**src/rtl/access_code_correlator_if.sv**
```systemverilog
// Receive-side bus of the access code correlator: bit stream, search configuration
// and control, plus the search status and result outputs.
interface access_code_correlator_if #(
  parameter int unsigned SYNC_W  = 64,
  parameter int unsigned SCORE_W = 7
);
  logic               rxbit;
  logic               rxbit_en;
  logic [SYNC_W-1:0]  regi_syncword;
  logic [5:0]         regi_correthreshold;
  logic [8:0]         regi_uncerWinSize;
  logic               search_start_p;
  logic               search_cancel_p;
  logic               searching;
  logic               corr_hit_p;
  logic [SCORE_W-1:0] corr_score;
  logic [10:0]        hit_offset;
  logic               corr_timeout_p;

  modport master (
    output rxbit, rxbit_en, regi_syncword, regi_correthreshold, regi_uncerWinSize,
           search_start_p, search_cancel_p,
    input  searching, corr_hit_p, corr_score, hit_offset, corr_timeout_p
  );

  modport slave (
    input  rxbit, rxbit_en, regi_syncword, regi_correthreshold, regi_uncerWinSize,
           search_start_p, search_cancel_p,
    output searching, corr_hit_p, corr_score, hit_offset, corr_timeout_p
  );
endinterface

```
**src/rtl/access_code_correlator.sv**
```systemverilog
// Sliding sync-word correlator: scores the last SYNC_W received bits against the programmed
// sync word during a search window and reports the best peak position or a timeout.
module access_code_correlator #(
  parameter int unsigned SYNC_W   = 64,
  parameter int unsigned SCORE_W  = 7,
  parameter int unsigned PEAK_WIN = 2
) (
  input  logic                    clk_6M,
  input  logic                    rst,
  access_code_correlator_if.slave bus
);
  localparam int unsigned CNT_W = 11;
  localparam int unsigned PK_W  = 8;

  typedef enum logic [1:0] {IDLE, SEARCH, PEAK} state_e;

  state_e             state_q;
  logic [SYNC_W-1:0]  shreg_q;
  logic [CNT_W-1:0]   bitcnt_q;
  logic [CNT_W-1:0]   best_off_q;
  logic [CNT_W-1:0]   hit_offset_q;
  logic [SCORE_W-1:0] score_q;
  logic [SCORE_W-1:0] best_q;
  logic [SCORE_W-1:0] corr_score_q;
  logic [PK_W-1:0]    peakcnt_q;
  logic               en_d_q;
  logic               score_v_q;
  logic               searching_q;
  logic               hit_q;
  logic               timeout_q;

  logic [SCORE_W-1:0] score_d;
  logic [CNT_W-1:0]   limit_c;
  logic [PK_W-1:0]    peak_next_c;
  logic               cross_c;
  logic               better_c;
  logic               peak_done_c;

  // Number of register bits matching the sync word.
  always_comb begin
    score_d = SCORE_W'(SYNC_W);
    for (int i = 0; i < SYNC_W; i++) begin
      if (shreg_q[i] != bus.regi_syncword[i]) score_d = score_d - SCORE_W'(1);
    end
  end

  assign limit_c     = CNT_W'(SYNC_W) + CNT_W'({bus.regi_uncerWinSize, 1'b0});
  assign cross_c     = score_v_q && (bitcnt_q >= CNT_W'(SYNC_W)) &&
                       (score_q >= SCORE_W'(bus.regi_correthreshold));
  assign better_c    = score_q > best_q;
  assign peak_next_c = peakcnt_q + PK_W'(1);
  assign peak_done_c = peak_next_c == PK_W'(PEAK_WIN);

  always_ff @(posedge clk_6M) begin
    if (rst) begin
      state_q      <= IDLE;
      shreg_q      <= '0;
      bitcnt_q     <= '0;
      best_off_q   <= '0;
      hit_offset_q <= '0;
      score_q      <= '0;
      best_q       <= '0;
      corr_score_q <= '0;
      peakcnt_q    <= '0;
      en_d_q       <= 1'b0;
      score_v_q    <= 1'b0;
      searching_q  <= 1'b0;
      hit_q        <= 1'b0;
      timeout_q    <= 1'b0;
    end else begin
      hit_q     <= 1'b0;
      timeout_q <= 1'b0;
      en_d_q    <= bus.rxbit_en;
      score_v_q <= en_d_q;
      score_q   <= score_d;
      if (bus.rxbit_en) shreg_q <= {bus.rxbit, shreg_q[SYNC_W-1:1]};
      if (bus.rxbit_en && (state_q != IDLE) && (bitcnt_q != '1)) bitcnt_q <= bitcnt_q + CNT_W'(1);

      // Cancel beats start; start from any state restarts with cleared results.
      if (bus.search_cancel_p) begin
        state_q     <= IDLE;
        searching_q <= 1'b0;
      end else if (bus.search_start_p) begin
        state_q      <= SEARCH;
        searching_q  <= 1'b1;
        bitcnt_q     <= '0;
        best_q       <= '0;
        best_off_q   <= '0;
        peakcnt_q    <= '0;
        corr_score_q <= '0;
        hit_offset_q <= '0;
      end else begin
        case (state_q)
          SEARCH: begin
            if (cross_c) begin
              best_q     <= score_q;
              best_off_q <= bitcnt_q;
              peakcnt_q  <= '0;
              if (PEAK_WIN == 0) begin
                hit_q        <= 1'b1;
                corr_score_q <= score_q;
                hit_offset_q <= bitcnt_q;
                state_q      <= IDLE;
                searching_q  <= 1'b0;
              end else begin
                state_q <= PEAK;
              end
            end else if (score_v_q && (bitcnt_q == limit_c)) begin
              timeout_q   <= 1'b1;
              state_q     <= IDLE;
              searching_q <= 1'b0;
            end
          end
          PEAK: begin
            if (score_v_q) begin
              peakcnt_q <= peak_next_c;
              // Strictly greater keeps the earliest of equal scores.
              if (better_c) begin
                best_q     <= score_q;
                best_off_q <= bitcnt_q;
              end
              if (peak_done_c) begin
                hit_q        <= 1'b1;
                corr_score_q <= better_c ? score_q : best_q;
                hit_offset_q <= better_c ? bitcnt_q : best_off_q;
                state_q      <= IDLE;
                searching_q  <= 1'b0;
              end
            end
          end
          default: state_q <= IDLE;
        endcase
      end
    end
  end

  assign bus.searching      = searching_q;
  assign bus.corr_hit_p     = hit_q;
  assign bus.corr_score     = corr_score_q;
  assign bus.hit_offset     = hit_offset_q;
  assign bus.corr_timeout_p = timeout_q;
endmodule

```
**src/flat_wrapper.sv**
```systemverilog
// flat-port wrapper written by rule: the top's interface ports become plain ports
module access_code_correlator_flat 
#(
  parameter int unsigned SYNC_W   = 64,
  parameter int unsigned SCORE_W  = 7,
  parameter int unsigned PEAK_WIN = 2
)
  (clk_6M, rst, bus_rxbit, bus_rxbit_en, bus_regi_syncword, bus_regi_correthreshold, bus_regi_uncerWinSize, bus_search_start_p, bus_search_cancel_p, bus_searching, bus_corr_hit_p, bus_corr_score, bus_hit_offset, bus_corr_timeout_p);
  access_code_correlator_if #(.SYNC_W(SYNC_W), .SCORE_W(SCORE_W)) bus_i ();
  input  logic clk_6M;
  input  logic rst;
  input wire logic [$bits(bus_i.rxbit)-1:0] bus_rxbit;
  input wire logic [$bits(bus_i.rxbit_en)-1:0] bus_rxbit_en;
  input wire logic [$bits(bus_i.regi_syncword)-1:0] bus_regi_syncword;
  input wire logic [$bits(bus_i.regi_correthreshold)-1:0] bus_regi_correthreshold;
  input wire logic [$bits(bus_i.regi_uncerWinSize)-1:0] bus_regi_uncerWinSize;
  input wire logic [$bits(bus_i.search_start_p)-1:0] bus_search_start_p;
  input wire logic [$bits(bus_i.search_cancel_p)-1:0] bus_search_cancel_p;
  output wire logic [$bits(bus_i.searching)-1:0] bus_searching;
  output wire logic [$bits(bus_i.corr_hit_p)-1:0] bus_corr_hit_p;
  output wire logic [$bits(bus_i.corr_score)-1:0] bus_corr_score;
  output wire logic [$bits(bus_i.hit_offset)-1:0] bus_hit_offset;
  output wire logic [$bits(bus_i.corr_timeout_p)-1:0] bus_corr_timeout_p;
  assign bus_i.rxbit = bus_rxbit;
  assign bus_i.rxbit_en = bus_rxbit_en;
  assign bus_i.regi_syncword = bus_regi_syncword;
  assign bus_i.regi_correthreshold = bus_regi_correthreshold;
  assign bus_i.regi_uncerWinSize = bus_regi_uncerWinSize;
  assign bus_i.search_start_p = bus_search_start_p;
  assign bus_i.search_cancel_p = bus_search_cancel_p;
  assign bus_searching = bus_i.searching;
  assign bus_corr_hit_p = bus_i.corr_hit_p;
  assign bus_corr_score = bus_i.corr_score;
  assign bus_hit_offset = bus_i.hit_offset;
  assign bus_corr_timeout_p = bus_i.corr_timeout_p;
  access_code_correlator #(.SYNC_W(SYNC_W), .SCORE_W(SCORE_W), .PEAK_WIN(PEAK_WIN)) u_core (.clk_6M(clk_6M), .rst(rst), .bus(bus_i));
endmodule
```
**config.mk**
```make
export PLATFORM = sky130hd
export DESIGN_NAME = access_code_correlator_flat
export DESIGN_NICKNAME = d
export VERILOG_FILES = /design/src/rtl/access_code_correlator_if.sv /design/src/rtl/access_code_correlator.sv /design/src/flat_wrapper.sv
export SDC_FILE = /design/constraint.sdc
export NUM_CORES = 1
export LEC_CHECK = 0
export BUFFER_PORTS_ARGS = -buffer_cell sky130_fd_sc_hd__buf_2
export CORE_MARGIN = 2
export CORE_UTILIZATION = 50
export CTS_CLUSTER_SIZE = 20
export DETAILED_ROUTE_END_ITERATION = 7
export GPL_TIMING_DRIVEN = 0
export PLACE_DENSITY = 0.78
export SLEW_MARGIN = 25
export SYNTH_ARGS = -nofsm -noshare
export SYNTH_HDL_FRONTEND = slang
export SYNTH_SLANG_ARGS = --single-unit
```
**constraint.sdc**
```tcl
create_clock -name clk_6M -period 61.8 [get_ports clk_6M]
set_input_delay 3.09 -clock clk_6M [delete_from_list [all_inputs] [get_ports clk_6M]]
set_output_delay 3.09 -clock clk_6M [all_outputs]
set_load 0.005 [all_outputs]
```
**Word-level counts from Yosys, hierarchy flattened**

Index checks and enable logic that the tools add are counted.

- Latch bits: 0
- Bits in registers: 133
- Memories kept: 0
- Output and inout bits: 21
- Memory bits (writable): 0
- Word-level logic and storage cells: 288
- Memory bits (read-only): 0

- $mul: 0
- Div/mod/pow operators: 0
- Shifts and indexed selects: 0
- Order comparisons: 3
- Multiplexer cells: 103
- $add $sub $neg: 66
- Bitwise gates (word level): 4
- Reduce and logical (&&, ||, !) cells: 19
- Eq/ne operators: 78

Operator list:

| operator | number |
|---|---|
| 2-to-1 mux 7 bit | 72 |
| subtractor 7 x 1 -> 7 bit, second input constant | 63 |
| 2-to-1 mux 11 bit | 11 |
| != test 1 bit | 64 |
| 2-to-1 mux 8 bit | 3 |
| case mux 11 bit (2 select lines) | 1 |
| case mux 8 bit (2 select lines) | 1 |
| case mux 7 bit (2 select lines) | 1 |
| != test 3 x 2 -> 1 bit, second input constant | 4 |
| adder 11 x 1 -> 11 bit, second input constant | 1 |
| adder 7 x 10 -> 11 bit, first input constant | 1 |
| equality test 11 bit | 1 |
| >= comparator 11 x 7 -> 1 bit, second input constant | 1 |
| != test 11 bit, second input constant | 1 |
| OR reduction 5 bit | 2 |
| adder 8 x 1 -> 8 bit, second input constant | 1 |
| equality test 8 x 2 -> 1 bit, second input constant | 1 |
| 2-to-1 mux 1 bit | 8 |
| 2-to-1 mux 2 bit | 4 |
| AND reduction 4 bit | 2 |
| nonzero test 2 bit | 4 |
| >= comparator 7 x 6 -> 1 bit | 1 |
| greater-than comparator 7 bit | 1 |
| AND reduction 3 bit | 2 |
| other kinds (14) | 22 |

**Depth between registers and ports, before layout**

- Word-level depth: 128
- Gate-level depth with buffers: 199

**Worst setup path after synthesis**

No wires, ideal clock.

- Path type: input to register
- From: in bus_regi_syncword[2]
- To: reg u_core.score_q[6]
- Required time: 61728 ps
- Buffers on the path: 1
- Slack: 23539 ps
- Arrival time: 38190 ps
- Library setup time: 72 ps
- Stages: 197
- Cell sequence: xnor2_1 -> inv_2 -> fa_1 -> xnor3_2 -> buf_2 -> ha_1 -> nand2_1 -> o311ai_1 -> mux2i_1 -> or4b_1 -> nand2b_1 -> ha_1 -> nor2_1 -> nor2_1 -> ha_1 -> nand2_1 -> o31ai_1 -> ha_1 -> [161 not listed] -> ha_1 -> nor2_1 -> a21oi_1 -> ha_1 -> mux2_2 -> ha_1 -> mux2_2 -> ha_1 -> mux2_2 -> ha_1 -> mux2_2 -> ha_1 -> nand2_1 -> xor2_1 -> nand4_1 -> maj3_2 -> or3_1 -> mux2i_1

- Cells in the longest elaborated chain, start to end: 124

Ends and longest elaborated chain:

| item | line | text |
|---|---|---|
| start: declaration | flat_wrapper.sv:14 | `input wire logic [$bits(bus_i.regi_syncword)-1:0] bus_regi_syncword;` |
| != test 1 bit (*) | access_code_correlator.sv:43 | `if (shreg_q[i] != bus.regi_syncword[i]) score_d = score_d - SCORE_W'(1);` |
| 2-to-1 mux 7 bit (*) | access_code_correlator.sv:43 |  |
| subtractor 7 x 1 -> 7 bit | access_code_correlator.sv:43 |  |
| 2-to-1 mux 7 bit (*) | access_code_correlator.sv:43 |  |
| subtractor 7 x 1 -> 7 bit | access_code_correlator.sv:43 |  |
| 2-to-1 mux 7 bit (*) | access_code_correlator.sv:43 |  |
| subtractor 7 x 1 -> 7 bit | access_code_correlator.sv:43 |  |
| 2-to-1 mux 7 bit (*) | access_code_correlator.sv:43 |  |
| [108 not listed] | n/a |  |
| subtractor 7 x 1 -> 7 bit | access_code_correlator.sv:43 |  |
| 2-to-1 mux 7 bit (*) | access_code_correlator.sv:43 |  |
| subtractor 7 x 1 -> 7 bit | access_code_correlator.sv:43 |  |
| 2-to-1 mux 7 bit (*) | access_code_correlator.sv:43 |  |
| subtractor 7 x 1 -> 7 bit | access_code_correlator.sv:43 |  |
| 2-to-1 mux 7 bit (*) | access_code_correlator.sv:43 |  |
| subtractor 7 x 1 -> 7 bit | access_code_correlator.sv:43 |  |
| 2-to-1 mux 7 bit (*) | access_code_correlator.sv:43 |  |
| end signal: assignment | access_code_correlator.sv:75 | `score_q <= score_d;` |
| end: declaration | access_code_correlator.sv:22 | `logic [SCORE_W-1:0] score_q;` |

Mark *: on every way between the ends. The rest lies on a longest branch, timed or not.
A chain may end at the register's enable or synchronous reset.

**Final worst setup path**

Ends and elaborated chain as after synthesis.

==> results.toml <==
[clock_network]
cts.hold.buffers_added = 0
clk_path_buf_depth = 2
htree_levels = 4
clk_pin_slew_worst_paths_ns = 0.06
clkLatencyLatePin_ns = 0.45
post_cts_resized = 0
cts_buffers = 17
cts.sinks = 133
cts-root-buf = "clkbuf_16"
cts_tree = "done"
post-cts-setup-buffers = 0

[timing]
drv_slew = 0
fin_skew_ns = 0.00944
rsz0062_at_grt = "no"
max_slew_margin_pct = 20.3
fin_crit_sh_pct = 70.1
tns_ns = 0
hold_viol = 0
fmax_mhz = 23.1
tightest_slew_ns = 1.17
period_minus_slack_ns = 43.31
setup_viol = 0

[placement]
gp_congestion = 0.911
io_buffers = 103
dp_hpwl_mm = 31.9
place_area_sq_mm = 0.0177

[critical_path]
regToRegSetupSlack_ns = 20.87
rr_worst_depth = 197
path_max_fanout = 10
r2r-start = "u_core.shreg_q[2]$_SDFFE_PP0P_"
endpoint_kind = "flip-flop"
endpoint = "u_core.score_q[6]$_SDFF_PP0_"
path_class = "in -> reg"
crit_path_start = "bus_regi_syncword[2]"
path_common_cell = "ha_1"
cpPeakStageDelay_ns = 1.00
critPathLaunchType = "input pin"
worstPathArrival_ns = 43.68
critical_path_required_ns = 62.17
crit_slowest_cell = "a2111oi_0"
regToRegEndpoint = "u_core.score_q[6]$_SDFF_PP0_"

[floorplan]
die_area_sq_mm = 0.0347
initial_core_util_pct = 50.9
die_h_um = 186
die_width_um = 186
design.core.area_sq_mm = 0.0326
rows = 66
ios = 106

[global_routing]
grtUsageTotal_pct = 23.4
grt_start_max_net_pins = 17
grt_pass1_vias = 14400
antenna_found_initial = 7
grt-ovfl-total = 0
grt_pass1_wl_mm = 66.8

[logic_synthesis]
synth-main-ff-cell = "dfxtp_1"
synth_area_sq_mm = 0.0166
yosysSeqAreaShare_pct = 16.0
synth_edf_count = 0
synthCells = 2136
synthArstFlopShare_pct = 0
ys_ff_latch = 133
synthesis.nets = 2304
yosysWarnings = 0
yosysUniqueCellTypes = 95
avgSynthCellArea_sq_um = 7.78

[final_layout]
stdcell_area_sq_mm = 0.0183
post-route-util_pct = 56.1
drive_above_1_share_pct = 10.6
fillers = 3012
synthToLayoutAreaGrowth_pct = 10.2
nNetsFinal = 2426

[route]
dr.pass1.iters = 5
wl_per_cell_um = 15.0
post-route-drc-count = 0
wirelength_mm = 40.6
detail-route-antenna-nets = 0
via_per_inst = 5.69
drtIter0Drc = 888
via_count = 15400

[min_path]
hp-class = "reg -> reg"

[job]
cap_violations = 0

[outcome]
status = "complete, no violations"
## layout by cell type (no fill, tap or decap), drive strengths merged, types with 21 or more instances in the layout
cell,Yosys,final
a21oi,135,135
a22oi,21,21
buf,13,116
clkbuf,46,64
dfxtp,133,133
ha,82,82
inv,72,76
mux2i,105,105
nand2,202,202
nand3,63,63
nand4,25,25
nor2,295,295
nor2b,21,21
nor3,48,48
o21ai,70,70
or3,21,21
xnor2,279,279
xnor3,25,25
xor2,150,150
## registers in the layout (all words and copies together) (netlist names), 2 cells and up
signal and flops:
u_core.shreg_q 64, u_core.bitcnt_q 11, u_core.bus.corr_score 7, u_core.best_off_q 11, u_core.best_q 7, u_core.score_q 7
u_core.peakcnt_q 8, u_core.bus.hit_offset 11, u_core.state_q 2
## through the flow
step | hold WS [ns] | worst slack, ns | instances
after floorplan | 0.414 | 23.54 | 2136
after global placement | 0.425 | 19.68 | 2681
after detailed placement | 0.424 | 18.74 | 2681
after CTS | 0.438 | 18.97 | 2712
after global routing | 0.463 | 15.51 | 2712
final | 0.440 | 18.49 | 2713
## cell type report
cell class	instances	area, sq um	area share (%)
clock buffer	18	439	2.40
inverter	72	270	1.48
buffer	59	236	1.29
clock inverter	13	170	0.930
tap	442	553	3.02
multi-input combinational	1872	13500	73.5
antenna	1	2.50	0.0137
timing repair buffer	103	515	2.82
sequential	133	2660	14.5
## worst max-delay path: cells and delay by family
family / cells / cell delay, ns
buffers and inverters: 19 / 1.84
muxes: 12 / 3.40
adders and majority gates: 58 / 18.08
AOI/OAI and AO/OA: 51 / 9.69
xor gates and xnor gates: 3 / 1.04
and+or+nand+nor: 55 / 6.41
## cell usage after synthesis (all sizes together), types with 21 or more instances
cell	number	area share [%]
or3	21	0.79
xnor3	25	3.4
inv	72	1.6
nor2b	21	0.79
nor2	295	6.7
nand3	63	1.9
xor2	150	8.3
nand4	25	0.94
mux2i	105	6.3
clkbuf	46	1.0
o21ai	70	2.1
xnor2	279	16
nand2	202	4.6
a22oi	21	0.98
a21oi	135	4.2
ha	82	6.2
nor3	48	1.5
dfxtp	133	16
## per-layer routing
metal	vias up	part of all wire, %	global-route usage (%)	routed length (um)
li1	7780	-	-	-
met1	7197	45	29.5	18400
met2	373	46	39.7	18800
met3	85	5.2	4.32	2130
met4	10	2.7	8.94	1110
met5	-	0.16	0	63
## kinds of logic after synthesis
logic type	synth area share (%)
muxes	7.50
and+or+nand+nor	22.6
adders and majority gates	6.55
xor gates and xnor gates	28.6
buffers and inverters	3.04
AOI/OAI and AO/OA	15.7
DFF	16.0
## worst min-delay path by stage
stage | startpoint | cells past startpoint | end
global placement | u_core.en_d_q$_SDFF_PP0_ | 1 | u_core.score_v_q$_SDFF_PP0_
CTS | u_core.en_d_q$_SDFF_PP0_ | 1 | u_core.score_v_q$_SDFF_PP0_
finish | u_core.en_d_q$_SDFF_PP0_ | 1 | u_core.score_v_q$_SDFF_PP0_
global route | u_core.en_d_q$_SDFF_PP0_ | 1 | u_core.score_v_q$_SDFF_PP0_
detailed placement | u_core.en_d_q$_SDFF_PP0_ | 1 | u_core.score_v_q$_SDFF_PP0_
floorplan | u_core.en_d_q$_SDFF_PP0_ | 1 | u_core.score_v_q$_SDFF_PP0_
Power is not shown: default switching activity piles up to over one toggle a cycle in this logic, so the estimate is an artifact.
